===== config.mk =====
export PLATFORM = sky130hd
export DESIGN_NAME = uart_rx_core_flat
export DESIGN_NICKNAME = d
export VERILOG_FILES = /design/src/rtl/uart_pkg.sv /design/src/rtl/uart_rx_core_if.sv /design/src/rtl/uart_rx_sync.sv /design/src/rtl/uart_rx_core.sv /design/src/flat_wrapper.sv
export SDC_FILE = /design/constraint.sdc
export NUM_CORES = 1
export LEC_CHECK = 0
export CAP_MARGIN = 40
export CORE_MARGIN = 2
export CORE_UTILIZATION = 50
export DETAILED_ROUTE_END_ITERATION = 10
export PLACE_DENSITY = 0.74
export SLEW_MARGIN = 20
export SYNTH_ARGS = -nofsm -noshare
export SYNTH_HDL_FRONTEND = slang
export SYNTH_SLANG_ARGS = --single-unit

===== constraint.sdc =====
create_clock -name clk_i -period 2.7 [get_ports clk_i]
set_input_delay 0.54 -clock clk_i [delete_from_list [all_inputs] [get_ports clk_i]]
set_output_delay 0.54 -clock clk_i [all_outputs]
set_load 0.01 [all_outputs]

===== src/rtl/uart_pkg.sv =====
// uart_pkg: shared types and constants for the UART receive path.
//   parity_mode_t : line parity selection (NONE/EVEN/ODD, 2'b11 reserved and treated as NONE)
//   rx_state_t    : receiver FSM states
//   IDLE_LEVEL    : logic level of an idle serial line
//   maj3()        : 2-of-3 majority used for noise rejection on oversampled bits
package uart_pkg;

   typedef enum logic [1:0] {
      PARITY_NONE = 2'b00,
      PARITY_EVEN = 2'b01,
      PARITY_ODD  = 2'b10,
      PARITY_RSVD = 2'b11
   } parity_mode_t;

   typedef enum logic [2:0] {
      ST_IDLE,
      ST_START,
      ST_DATA,
      ST_PARITY,
      ST_STOP,
      ST_BREAK
   } rx_state_t;

   localparam logic IDLE_LEVEL = 1'b1;

   function automatic logic maj3(input logic [2:0] v);
      return (v[0] & v[1]) | (v[0] & v[2]) | (v[1] & v[2]);
   endfunction

endpackage


===== src/rtl/uart_rx_core_if.sv =====
// uart_rx_core_if: receive-side delivery interface between the UART receiver
// and the register/FIFO layer.
//   rx_data_o      received byte (DATA_BITS wide)
//   rx_valid_o     data valid, held until accepted
//   rx_ready_i     consumer ready
//   busy_o         receiver is inside a frame
//   parity_err_o   1-cycle pulse, parity mismatch on a delivered frame
//   frame_err_o    1-cycle pulse, stop bit sampled low
//   overrun_err_o  1-cycle pulse, frame completed while previous data unaccepted
// master = receiver core, slave = consumer.
interface uart_rx_core_if #(
   parameter int DATA_BITS = 8
);
   logic [DATA_BITS-1:0] rx_data_o;
   logic                 rx_valid_o;
   logic                 rx_ready_i;
   logic                 busy_o;
   logic                 parity_err_o;
   logic                 frame_err_o;
   logic                 overrun_err_o;

   modport master (
      output rx_data_o, rx_valid_o, busy_o, parity_err_o, frame_err_o, overrun_err_o,
      input  rx_ready_i
   );

   modport slave (
      input  rx_data_o, rx_valid_o, busy_o, parity_err_o, frame_err_o, overrun_err_o,
      output rx_ready_i
   );
endinterface


===== src/rtl/uart_rx_sync.sv =====
// uart_rx_sync: two-flop synchronizer for an asynchronous single-bit input.
//   clk_i    in   destination clock
//   reset_i  in   synchronous active-high reset, loads RESET_VAL into both flops
//   async_i  in   asynchronous input
//   sync_o   out  synchronized output
module uart_rx_sync #(
   parameter logic RESET_VAL = 1'b1
) (
   input  logic clk_i,
   input  logic reset_i,
   input  logic async_i,
   output logic sync_o
);

   logic meta_q;
   logic sync_q;

   always_ff @(posedge clk_i) begin
      if (reset_i) begin
         meta_q <= RESET_VAL;
         sync_q <= RESET_VAL;
      end else begin
         meta_q <= async_i;
         sync_q <= meta_q;
      end
   end

   assign sync_o = sync_q;

endmodule


===== src/rtl/uart_rx_core.sv =====
// uart_rx_core: oversampled UART receiver.
// Detects a start bit on the asynchronous rx line, samples data/parity/stop at
// bit centres using an OSR-rate tick with 3-sample majority voting, and delivers
// bytes over a valid/ready interface.
//   clk_i          in   system clock
//   reset_i        in   synchronous active-high reset
//   enable_i       in   receiver enable; low aborts any frame and holds IDLE
//   osr_tick_i     in   1-cycle pulse at OSR x baud
//   rx_i           in   asynchronous serial line, idle high
//   parity_mode_i  in   parity selection, latched at start detect
//   rx_if          master side of uart_rx_core_if (data/valid/ready, busy, error pulses)
module uart_rx_core
   import uart_pkg::*;
#(
   parameter int OSR       = 16,
   parameter int DATA_BITS = 8
) (
   input  logic           clk_i,
   input  logic           reset_i,
   input  logic           enable_i,
   input  logic           osr_tick_i,
   input  logic           rx_i,
   input  parity_mode_t   parity_mode_i,
   uart_rx_core_if.master rx_if
);

   localparam int OS_W = $clog2(OSR);
   localparam int BC_W = $clog2(DATA_BITS + 1);
   localparam logic [OS_W-1:0] OS_HALF = OS_W'(OSR / 2 - 1);
   localparam logic [OS_W-1:0] OS_LAST = OS_W'(OSR - 1);
   localparam logic [BC_W-1:0] BC_LAST = BC_W'(DATA_BITS - 1);

   logic rx_s;

   rx_state_t            state_q, state_d;
   logic [OS_W-1:0]      os_cnt_q, os_cnt_d;
   logic [BC_W-1:0]      bit_cnt_q, bit_cnt_d;
   logic [2:0]           vote_q, vote_d;
   parity_mode_t         par_mode_q, par_mode_d;
   logic                 par_bad_q, par_bad_d;
   logic [DATA_BITS-1:0] shift_q, shift_d;
   logic [DATA_BITS-1:0] data_q, data_d;
   logic                 valid_q, valid_d;
   logic                 par_err_q, par_err_d;
   logic                 frame_err_q, frame_err_d;
   logic                 ovr_err_q, ovr_err_d;

   logic bit_v;
   logic par_en;
   logic par_exp;
   logic complete;

   uart_rx_sync #(.RESET_VAL(IDLE_LEVEL)) u_sync (
      .clk_i  (clk_i),
      .reset_i(reset_i),
      .async_i(rx_i),
      .sync_o (rx_s)
   );

   assign bit_v   = maj3(vote_q);
   // Reserved mode 2'b11 falls through as no parity.
   assign par_en  = (par_mode_q == PARITY_EVEN) || (par_mode_q == PARITY_ODD);
   assign par_exp = (par_mode_q == PARITY_EVEN) ? ^shift_q : ~^shift_q;

   always_comb begin
      state_d     = state_q;
      os_cnt_d    = os_cnt_q;
      bit_cnt_d   = bit_cnt_q;
      vote_d      = vote_q;
      par_mode_d  = par_mode_q;
      par_bad_d   = par_bad_q;
      shift_d     = shift_q;
      data_d      = data_q;
      valid_d     = valid_q;
      par_err_d   = 1'b0;
      frame_err_d = 1'b0;
      ovr_err_d   = 1'b0;
      complete    = 1'b0;

      if (valid_q && rx_if.rx_ready_i) begin
         valid_d = 1'b0;
      end

      if (!enable_i) begin
         state_d   = ST_IDLE;
         os_cnt_d  = '0;
         bit_cnt_d = '0;
      end else if (osr_tick_i) begin
         vote_d = {vote_q[1:0], rx_s};
         unique case (state_q)
            ST_IDLE: begin
               if (rx_s != IDLE_LEVEL) begin
                  state_d    = ST_START;
                  os_cnt_d   = '0;
                  par_mode_d = parity_mode_i;
                  par_bad_d  = 1'b0;
               end
            end
            ST_START: begin
               if (os_cnt_q == OS_HALF) begin
                  os_cnt_d = '0;
                  // A start edge that is no longer low at mid-bit was a glitch.
                  if (bit_v == IDLE_LEVEL) begin
                     state_d = ST_IDLE;
                  end else begin
                     state_d   = ST_DATA;
                     bit_cnt_d = '0;
                  end
               end else begin
                  os_cnt_d = os_cnt_q + OS_W'(1);
               end
            end
            ST_DATA: begin
               if (os_cnt_q == OS_LAST) begin
                  os_cnt_d  = '0;
                  shift_d   = {bit_v, shift_q[DATA_BITS-1:1]};
                  bit_cnt_d = bit_cnt_q + BC_W'(1);
                  if (bit_cnt_q == BC_LAST) begin
                     state_d = par_en ? ST_PARITY : ST_STOP;
                  end
               end else begin
                  os_cnt_d = os_cnt_q + OS_W'(1);
               end
            end
            ST_PARITY: begin
               if (os_cnt_q == OS_LAST) begin
                  os_cnt_d  = '0;
                  par_bad_d = (bit_v != par_exp);
                  state_d   = ST_STOP;
               end else begin
                  os_cnt_d = os_cnt_q + OS_W'(1);
               end
            end
            ST_STOP: begin
               if (os_cnt_q == OS_LAST) begin
                  os_cnt_d = '0;
                  // Return to IDLE mid-stop so a back-to-back start edge is not missed.
                  if (bit_v == IDLE_LEVEL) begin
                     state_d  = ST_IDLE;
                     complete = 1'b1;
                  end else begin
                     state_d     = ST_BREAK;
                     frame_err_d = 1'b1;
                  end
               end else begin
                  os_cnt_d = os_cnt_q + OS_W'(1);
               end
            end
            ST_BREAK: begin
               if (rx_s == IDLE_LEVEL) begin
                  state_d = ST_IDLE;
               end
            end
            default: begin
               state_d  = ST_IDLE;
               os_cnt_d = '0;
            end
         endcase
      end

      // A consume in the same cycle frees the slot, so the new byte wins without overrun.
      if (complete) begin
         if (!valid_q || rx_if.rx_ready_i) begin
            data_d    = shift_q;
            valid_d   = 1'b1;
            par_err_d = par_bad_q;
         end else begin
            ovr_err_d = 1'b1;
         end
      end
   end

   always_ff @(posedge clk_i) begin
      if (reset_i) begin
         state_q     <= ST_IDLE;
         os_cnt_q    <= '0;
         bit_cnt_q   <= '0;
         vote_q      <= 3'b111;
         par_mode_q  <= PARITY_NONE;
         par_bad_q   <= 1'b0;
         data_q      <= '0;
         valid_q     <= 1'b0;
         par_err_q   <= 1'b0;
         frame_err_q <= 1'b0;
         ovr_err_q   <= 1'b0;
      end else begin
         state_q     <= state_d;
         os_cnt_q    <= os_cnt_d;
         bit_cnt_q   <= bit_cnt_d;
         vote_q      <= vote_d;
         par_mode_q  <= par_mode_d;
         par_bad_q   <= par_bad_d;
         data_q      <= data_d;
         valid_q     <= valid_d;
         par_err_q   <= par_err_d;
         frame_err_q <= frame_err_d;
         ovr_err_q   <= ovr_err_d;
      end
   end

   // Shift register carries only datapath bits; every frame overwrites it fully.
   always_ff @(posedge clk_i) begin
      shift_q <= shift_d;
   end

   assign rx_if.rx_data_o     = data_q;
   assign rx_if.rx_valid_o    = valid_q;
   assign rx_if.busy_o        = (state_q != ST_IDLE);
   assign rx_if.parity_err_o  = par_err_q;
   assign rx_if.frame_err_o   = frame_err_q;
   assign rx_if.overrun_err_o = ovr_err_q;

endmodule

===== src/flat_wrapper.sv =====
// flat-port wrapper written by rule: the top's interface ports become plain ports
module uart_rx_core_flat import uart_pkg::*;
#(
   parameter int OSR       = 16,
   parameter int DATA_BITS = 8
)
  (clk_i, reset_i, enable_i, osr_tick_i, rx_i, parity_mode_i, rx_if_rx_data_o, rx_if_rx_valid_o, rx_if_busy_o, rx_if_parity_err_o, rx_if_frame_err_o, rx_if_overrun_err_o, rx_if_rx_ready_i);
  uart_rx_core_if #(.DATA_BITS(DATA_BITS)) rx_if_i ();
  input  logic clk_i;
  input  logic reset_i;
  input  logic enable_i;
  input  logic osr_tick_i;
  input  logic rx_i;
  input  parity_mode_t parity_mode_i;
  output wire logic [$bits(rx_if_i.rx_data_o)-1:0] rx_if_rx_data_o;
  output wire logic [$bits(rx_if_i.rx_valid_o)-1:0] rx_if_rx_valid_o;
  output wire logic [$bits(rx_if_i.busy_o)-1:0] rx_if_busy_o;
  output wire logic [$bits(rx_if_i.parity_err_o)-1:0] rx_if_parity_err_o;
  output wire logic [$bits(rx_if_i.frame_err_o)-1:0] rx_if_frame_err_o;
  output wire logic [$bits(rx_if_i.overrun_err_o)-1:0] rx_if_overrun_err_o;
  input wire logic [$bits(rx_if_i.rx_ready_i)-1:0] rx_if_rx_ready_i;
  assign rx_if_rx_data_o = rx_if_i.rx_data_o;
  assign rx_if_rx_valid_o = rx_if_i.rx_valid_o;
  assign rx_if_busy_o = rx_if_i.busy_o;
  assign rx_if_parity_err_o = rx_if_i.parity_err_o;
  assign rx_if_frame_err_o = rx_if_i.frame_err_o;
  assign rx_if_overrun_err_o = rx_if_i.overrun_err_o;
  assign rx_if_i.rx_ready_i = rx_if_rx_ready_i;
  uart_rx_core #(.OSR(OSR), .DATA_BITS(DATA_BITS)) u_core (.clk_i(clk_i), .reset_i(reset_i), .enable_i(enable_i), .osr_tick_i(osr_tick_i), .rx_i(rx_i), .parity_mode_i(parity_mode_i), .rx_if(rx_if_i));
endmodule

==> results of run 1 <==
-- through the flow --
step | setup slack, ns | hold slack [ns]
after floorplan | 1.03 | 0.389
after global placement | 0.545 | 0.394
after detailed placement | 0.455 | 0.407
after CTS | 0.374 | 0.426
after global routing | 0.286 | 0.447
final | 0.374 | 0.421
-- worst max path at each step --
stage	end	cells after the start
global placement	u_core.rx_if.rx_data_o[6]$_SDFFE_PP0P_	7
CTS	rx_if_busy_o	2
detailed placement	u_core.rx_if.rx_data_o[7]$_SDFFE_PP0P_	7
finish	rx_if_busy_o	2
floorplan	u_core.shift_q[0]$_DFFE_PP_	5
global route	rx_if_busy_o	2
-- power by group through the flow --
| stage | Combinational (W) | Sequential [W] | Clock [W] |
|---|---|---|---|
| floorplan | 0.0000324 | 0.000612 | 0 |
| global placement | 0.0000483 | 0.000614 | 0 |
| detailed placement | 0.0000498 | 0.000614 | 0 |
| CTS | 0.0000498 | 0.000601 | 0.000382 |
| finish | 0.0000499 | 0.000601 | 0.000367 |
| global route | 0.0000547 | 0.000602 | 0.000403 |
-- cells by family (layout without fill, tap and decap cells) --
kind of cell,after synthesis,after routing,synth area share (%)
buffers and inverters,15,35,5.25
multiplexers,14,14,7.34
flip-flops,39,39,45.1
XOR/XNOR,10,10,4.59
adder cells (fa/ha/maj),4,4,2.56
AND/OR/NAND/NOR,72,72,22.6
AO/OA/AOI/OAI,35,35,12.6
-- sequential cells by signal, summed over array words and instances, names as in the netlist, 2 cells and up --
name / count
u_core.bit_cnt_q: 4
u_core.par_mode_q: 2
u_core.state_q: 3
u_core.vote_q: 3
u_core.shift_q: 8
u_core.rx_if.rx_data_o: 8
u_core.os_cnt_q: 4
-- metal layers --
layer  track usage, %  wire length, µm
met1             24.3             1730
met2             29.4             1670
met3             5.62              126
met4             7.81               57
met5                0                0
-- placed cells by master (no fill, tap or decap), types with 3 or more instances in the layout --
cell type	count
a211o_1	3
or2_2	3
inv_1	3
nor2_1	19
a21oi_1	10
buf_4	4
clkdlybuf4s50_1	20
xor2_1	3
clkbuf_8	5
nand2b_1	6
dfxtp_1	31
edfxtp_1	8
ha_1	3
nor2b_1	4
xnor2_1	7
o21ai_0	7
and3_1	4
and2_1	6
nand3_1	5
nor3_1	3
nand2_1	6
mux2i_1	14
-- worst reg2reg max path: cells and delay by family (launching register included) --
family          cells  cell delay [ns]
simple gates        3             0.80
flops               1             0.38
compound gates      1             0.12
mux                 1             0.28
fa+ha+maj           1             0.27
-- layout make-up --
type,count,area [µm²]
clock buffer,6,72.6
clock inverter,2,8.76
fill,317,1470
inverter,3,11.3
multi-input combinational,135,947
sequential,39,861
tap,48,60.1
timing repair buffer,24,230
==> metrics list, run 1 <==
- Height of the die: about 66 µm
- Clock sink count: 39
- In this run the tightest slew margin relative to its limit is 60.4%.
- Max-slew violations: 0
- Most common cell in the synthesized netlist: dfxtp_1
- After routing the design area is about 2200 µm².
* Largest stage delay, worst path: approximately 0.7 ns
* Hold Crit Start: u_core.u_sync.meta_q$_SDFF_PP1_
* Result of the run: completed
- Horiz. Die Dim: approximately 66 µm
- In the routed design, unresolved DRC markers number 0.
- Startpoint of the most critical register-to-register path: u_core.os_cnt_q[0]$_SDFFE_PP0P_
- The number of global-route vias before repair came to about 1400.
- Antenna fix cells: 0
- Synthesis inferred 39 register bits.
* Source-to-sink clock delay at the later pin of the worst-skew pair: slightly below 0.3 ns
* Critical Path RT: about 2.2 ns
- Count of warnings emitted by yosys: 0
- Share of power burned in registers: 59.0%
- Die Area: between 4000 and 5000 µm²
* Fraction of the core area covered by cells at the end of the flow: roughly three fifths
* Synth-to-layout area growth: 14.8%
- Layout Cells excl Fill: about 260
* DRC violation total after the first TritonRoute iteration: 35
- Synthesis produced a netlist whose cell count is approximately 190.
- Most area-hungry cell type in the Yosys netlist: dfxtp_1
- Port Buffers: 20
- The critical path starts at u_core.state_q[1]$_SDFFE_PP0P_.
- The share of total power dissipated in the clock network is ~36%.
- Top FF cell, synth: dfxtp_1
- Synth async-reset ratio: 0%
- The clock passes through at most 2 buffers.
* TritonCTS buffer count: 5
- The setup path with the least slack is of type reg -> out.
- Proportion of layout cells with a drive suffix above 1: 11.0%
- Global routing used 18.9% of the available tracks.
- STA classifies the critical path startpoint as a register.
* Static leakage power: ~0.76 nW
- Summed over all failing endpoints, the final setup total negative slack is 0 ns.
* Final setup violation count: 0
- CP Buf/Inv Count: 1
* Distinct cells, synth: roughly 50
* Cell chain of the critical path: or3_1 > clkdlybuf4s50_1
- The final route contains approximately 1400 vias.
- Routed wirelength normalized by instance count: about 14 µm
* Portion of the clock cycle consumed by the worst path in the final layout: roughly 86%
- Slowest cell on the critical path: dfxtp_1
- Core area: around 3700 µm²
* DP HPWL: about 2.6 mm
* Worst voltage drop across the vdd grid: about 0.40 mV
- Detailed-route vias per instance: roughly 5.5
- Largest clock skew in the final design: 0.0122 ns
* Clock slew at reported path FFs: 0.07 ns
- The number of nets in the synthesized netlist is 200.
* Fmax: ~430 MHz
- The number of cells on the worst reg-to-reg path is 6.
- Yosys mapped a number of flops with a built-in enable equal to 8.
- Maximum level of the CTS H-tree: 2
* Hold Path End: u_core.u_sync.sync_o$_SDFF_PP1_
* Total Nets Final: 219
- On the critical path the largest part of the delay comes from flip-flops.
* Syn Area/Cell: between 10 and 15 µm²
- Pin count of the biggest net entering global routing: 21
- Of all nets on the critical path, the largest fanout is 19.
* Initial standard-cell utilization of the core: a little over half
- Reported max-cap violation count: 0
- Cell internal power dissipation: between 0.0007 and 0.0008 W
* Total power density per cell area: about 460 nW/µm²
- Number of cells traversed by the worst hold path: 1
* TritonRoute pass-1 iters: 4
* Count of buffers added by post-CTS timing repair for setup: 0
- Portion of the post-synthesis area used by sequential elements: approximately 45%
- Setup slack on the worst reg-to-reg path comes out at approximately 0.74 ns.
* Wire length of the first global-routing pass: just over 6 mm
- Clock tree from TritonCTS: built
* Critical path capture point type: output port
- By area the synthesized netlist is led by dfxtp_1 33%, edfxtp_1 13%, mux2i_1 7.3%, nor2_1 3.7%, xnor2_1 3.2%.
- Critical path arrival: ~1.8 ns
- The floorplan has 22 rows.
* Overall power consumption: about 0.001 W
- The path class of the tightest hold or removal check is reg -> reg.
* NetSw: between 0.0002 and 0.00025 W
* Wirelength, routed: around 3.6 mm
* Switching fraction of total power: a little over a fifth
* Hold Buf Count CTS: 0
- Slew of the pin with the lowest slew margin: approximately 0.59 ns
- Comb pwr share: under 10%
- Setup repair after global routing missed its margin: false
* Cell area after synthesis: between 1500 and 2000 µm²
* Total count of hold-check failures in the final report: 0
* Final estimated routing congestion in global placement: roughly 0.8
- In this run the remaining antenna-violating nets after routing total 0.
- After clock tree synthesis, the repair step resized 0 gates.
- Endpoint of the most critical register-to-register path: u_core.state_q[0]$_SDFFE_PP0P_
- In this run the clock root is driven by a clkbuf_8.
- Most common library cells after synthesis: 31 x dfxtp_1, 19 x nor2_1, 14 x mux2i_1, 10 x a21oi_1, 8 x edfxtp_1
- Initial antenna violation count: 0
- Total I/O pin count: 21
- Including well taps, the total number of placed cells is around 250.
- Counting I/O delays and the setup requirement, the final critical path takes 2.33 ns.
- Post-Place Cell Area: 2110 µm²
- The top cell type by area accounts for roughly 33% of the synthesized area.
* Overall overflow remaining after global route: 0
No activity file was read; power rests on OpenSTA's default activity.
==> run 2, diff against run 1 <==
--- a/config.mk
+++ b/config.mk
@@ -6,10 +6,11 @@
 export NUM_CORES = 1
 export LEC_CHECK = 0
 export CAP_MARGIN = 40
+export CORE_ASPECT_RATIO = 0.7
 export CORE_MARGIN = 2
-export CORE_UTILIZATION = 50
+export CORE_UTILIZATION = 40
 export DETAILED_ROUTE_END_ITERATION = 10
-export PLACE_DENSITY = 0.74
+export PLACE_DENSITY = 0.62
 export SLEW_MARGIN = 20
 export SYNTH_ARGS = -nofsm -noshare
 export SYNTH_HDL_FRONTEND = slang
==> metrics list, run 2 (synthesis results as in run 1) <==
* DP HPWL: 2.70 mm (+4.9%)
- Setup slack at placement: 0.507 ns (+0.0520 ns)
- The count of nets left with antenna violations after detail routing came to 0 (unchanged).
- The flow ran to the end, and the final reports show no timing, DRC or antenna violations.
* Wirelength, routed: 3.71 mm (+3.6%)
* Hold Buf Count CTS: 0 (unchanged)
- The upper clock frequency limit was 428 MHz (-0.37%).
- The placement row count was 20 (-9.1%).
- The total global routing track utilization came to 15.3% (-3.6 points).
- The sum of buffers and inverters on the critical path was 1 (unchanged).
* Clock sink count: 39 (unchanged)
* Clock tree from TritonCTS: built
* Number of cells traversed by the worst register-to-register path: 6 (unchanged)
* GRT Max-Usage Layer: met2
* Detailed-route vias per instance: 5.34 (-2.1%)
- DRC violation total after the first TritonRoute iteration: 77 (+120%)
- The tree is rooted in a clkbuf_8.
- Horiz. Die Dim: 86.6 µm (+32%)
* Longest Clk Path Bufs: 2 (unchanged)
- The highest cell delay on the worst timing path was 0.69 ns (about the same).
- The normalized max-slew margin was 61.9% (+1.6 points).
- Slew of the pin with the lowest slew margin: 0.571 ns (-0.0233 ns)
- Largest clock skew in the final design: 0.00379 ns (-0.00842 ns)
- Shortest period the worst path allows: 2.33 ns (+0.00861 ns)
- Count of vias placed by the detailed router: 1421 (+1.4%)
- Count of buffers added by post-CTS timing repair for setup: 0 (unchanged)
* Initial standard-cell utilization of the core: 42.8% (-9.3 points)
* Portion of the clock cycle consumed by the worst path in the final layout: 86.5% (+0.32 points)
* Final setup violation count: 0 (unchanged)
- The number of buffers inserted during clock tree synthesis came to 5 (unchanged).
- The met1 global-route usage came to 20.8% (-3.5 points).
- Met3 demand-to-capacity share in global routing: 4.10% (-1.5 points)
- Traced cell by cell, the critical path runs through or3_1 > clkdlybuf4s50_1.
- TritonRoute pass-1 iters: 4 (unchanged)
- Met2 usage in global routing: 23.7% (-5.7 points)
- Total Nets Final: 221 (+0.91%)
* Sort of element at the start of the critical path: register
- Total count of hold-check failures in the final report: 0 (unchanged)
- The setup TNS after final layout was 0 ns (unchanged).
* Initial antenna violation count: 0 (unchanged)
* Maximum fanout encountered on the critical timing path: 18 (-1)
* Total DRC errors in the routed layout: 0 (unchanged)
- Port Buffers: 20 (unchanged)
* Smallest setup slack after layout: 0.365 ns (-0.00861 ns)
- The library cell used most frequently in the layout, excluding fill and tap cells, is dfxtp_1.
- Core area: 4450 µm² (+22%)
- The endpoint identified for the worst register-to-register timing path is u_core.state_q[2]$_SDFFE_PP0P_.
* Critical path arrival: 1.79 ns (about the same)
* Final estimated routing congestion in global placement: 0.818 (+4.3%)
* Reported max-cap violation count: 0 (unchanged)
* PostCTS Resize Cnt: 0 (unchanged)
- Pin count of the biggest net entering global routing: 22 (+4.8%)
* Source-to-sink clock delay at the later pin of the worst-skew pair: 0.28 ns (about the same)
* R2r setup slk: 0.73 ns (about the same)
- The path with the worst hold slack has its endpoint at u_core.u_sync.sync_o$_SDFF_PP1_.
- The detailed-route wire length per cell came to 13.9 µm (about the same).
- Critical path capture point type: output port
* Hold Crit Start: u_core.u_sync.meta_q$_SDFF_PP1_
* Type of the most critical hold path: reg -> reg
* Number of filler instances in the final layout: 443 (+40%)
- Worst voltage drop across the vdd grid: 0.307 mV (-24%)
- Total power density per cell area: 511 nW/µm² (+9.9%)
- The number of H-tree levels is 2 (unchanged).
- The worst register-to-register path begins at u_core.os_cnt_q[0]$_SDFFE_PP0P_.
- Number of cells traversed by the worst hold path: 1 (unchanged)
* Setup repair after global routing missed its margin: false
* Synth-to-layout area growth: 18.0%
- The number of top-level pins was 21 (unchanged).
- The number of antenna diodes was 0 (unchanged).
- Overall power consumption: 0.00115 W (+13%)
* Max-slew violations: 0 (unchanged)
- The wire length of the first global-routing pass is 6.26 mm (+1.7%).
* Die Area: 5350 µm² (+24%)
- The leakage power of the design came to 0.787 nW (+3.9%).
- Critical Path RT: 2.16 ns (about the same)
* Start-to-end type of the worst setup path: reg -> out
* Slowest cell on the critical path: dfxtp_1
- The cell family contributing the most delay on the critical path is flip-flops.
* Vias in the first global route: 1375 (+1.5%)
- The height of the die was 61.8 µm (-6.1%).
- The top cell types in the final layout, fill and taps aside, are 31 x dfxtp_1, 20 x clkdlybuf4s50_1, 19 x nor2_1.
* Overall overflow remaining after global route: 0 (unchanged)
- The clock-pin transition on the worst setup and hold timing paths was 0.08 ns (about the same).
- Proportion of layout cells with a drive suffix above 1: 12.8% (+1.8 points)
## run 2: worst max-delay path by stage
stage / cells past startpoint / slack (ns) / to / startpoint
global placement: 7 / 0.57 / u_core.rx_if.rx_data_o[7]$_SDFFE_PP0P_ / enable_i
CTS: 2 / 0.38 / rx_if_busy_o / u_core.state_q[0]$_SDFFE_PP0P_
floorplan: 5 / 1.03 / u_core.shift_q[0]$_DFFE_PP_ / u_core.os_cnt_q[0]$_SDFFE_PP0P_
global route: 2 / 0.27 / rx_if_busy_o / u_core.state_q[0]$_SDFFE_PP0P_
finish: 2 / 0.37 / rx_if_busy_o / u_core.state_q[0]$_SDFFE_PP0P_
detailed placement: 7 / 0.51 / u_core.rx_if.rx_data_o[2]$_SDFFE_PP0P_ / enable_i
## run 2: power by group
part	switching, W	internal, W
sequential	0.00000487	0.000596
combinational	0.0000256	0.0000255
clock	0.000198	0.000299
## run 2: final cells by class
type                            instances  area (µm²)  area share (%)
Inverter                                3        11.3           0.500
Sequential cell                        39         861            38.2
Timing Repair Buffer                   26         245            10.9
Multi-Input combinational cell        135         947            42.1
Tap cell                               55        68.8            3.06
Clock inverter                          2        35.0            1.56
Clock buffer                            6        82.6            3.67
## run 2: through the flow
stage	area [µm²]	std cells	hold slack [ns]	utilization, %
2_1_floorplan	1910	189	0.389	-
3_3_place_gp	2130	258	0.396	47.9
3_5_place_dp	2130	258	0.418	47.9
4_1_cts	2250	266	0.438	50.5
5_1_grt	2250	266	0.449	50.5
6_report	2250	266	0.429	50.5
## run 2: routing by layer
| metal | part of all wire (%) | vias to the layer above |
|---|---|---|
| met5 | 0 | - |
| met4 | 1.0 | 0 |
| met3 | 3.7 | 4 |
| met2 | 44 | 24 |
| met1 | 52 | 676 |
| li1 | - | 717 |
==> run 3, diff against run 2 <==
--- a/config.mk
+++ b/config.mk
@@ -5,7 +5,7 @@
 export SDC_FILE = /design/constraint.sdc
 export NUM_CORES = 1
 export LEC_CHECK = 0
-export CAP_MARGIN = 40
+export CAP_MARGIN = 10
 export CORE_ASPECT_RATIO = 0.7
 export CORE_MARGIN = 2
 export CORE_UTILIZATION = 40
==> results of run 3 <==
Same layout as run 2: the final DEF is identical, and so are final timing and power.
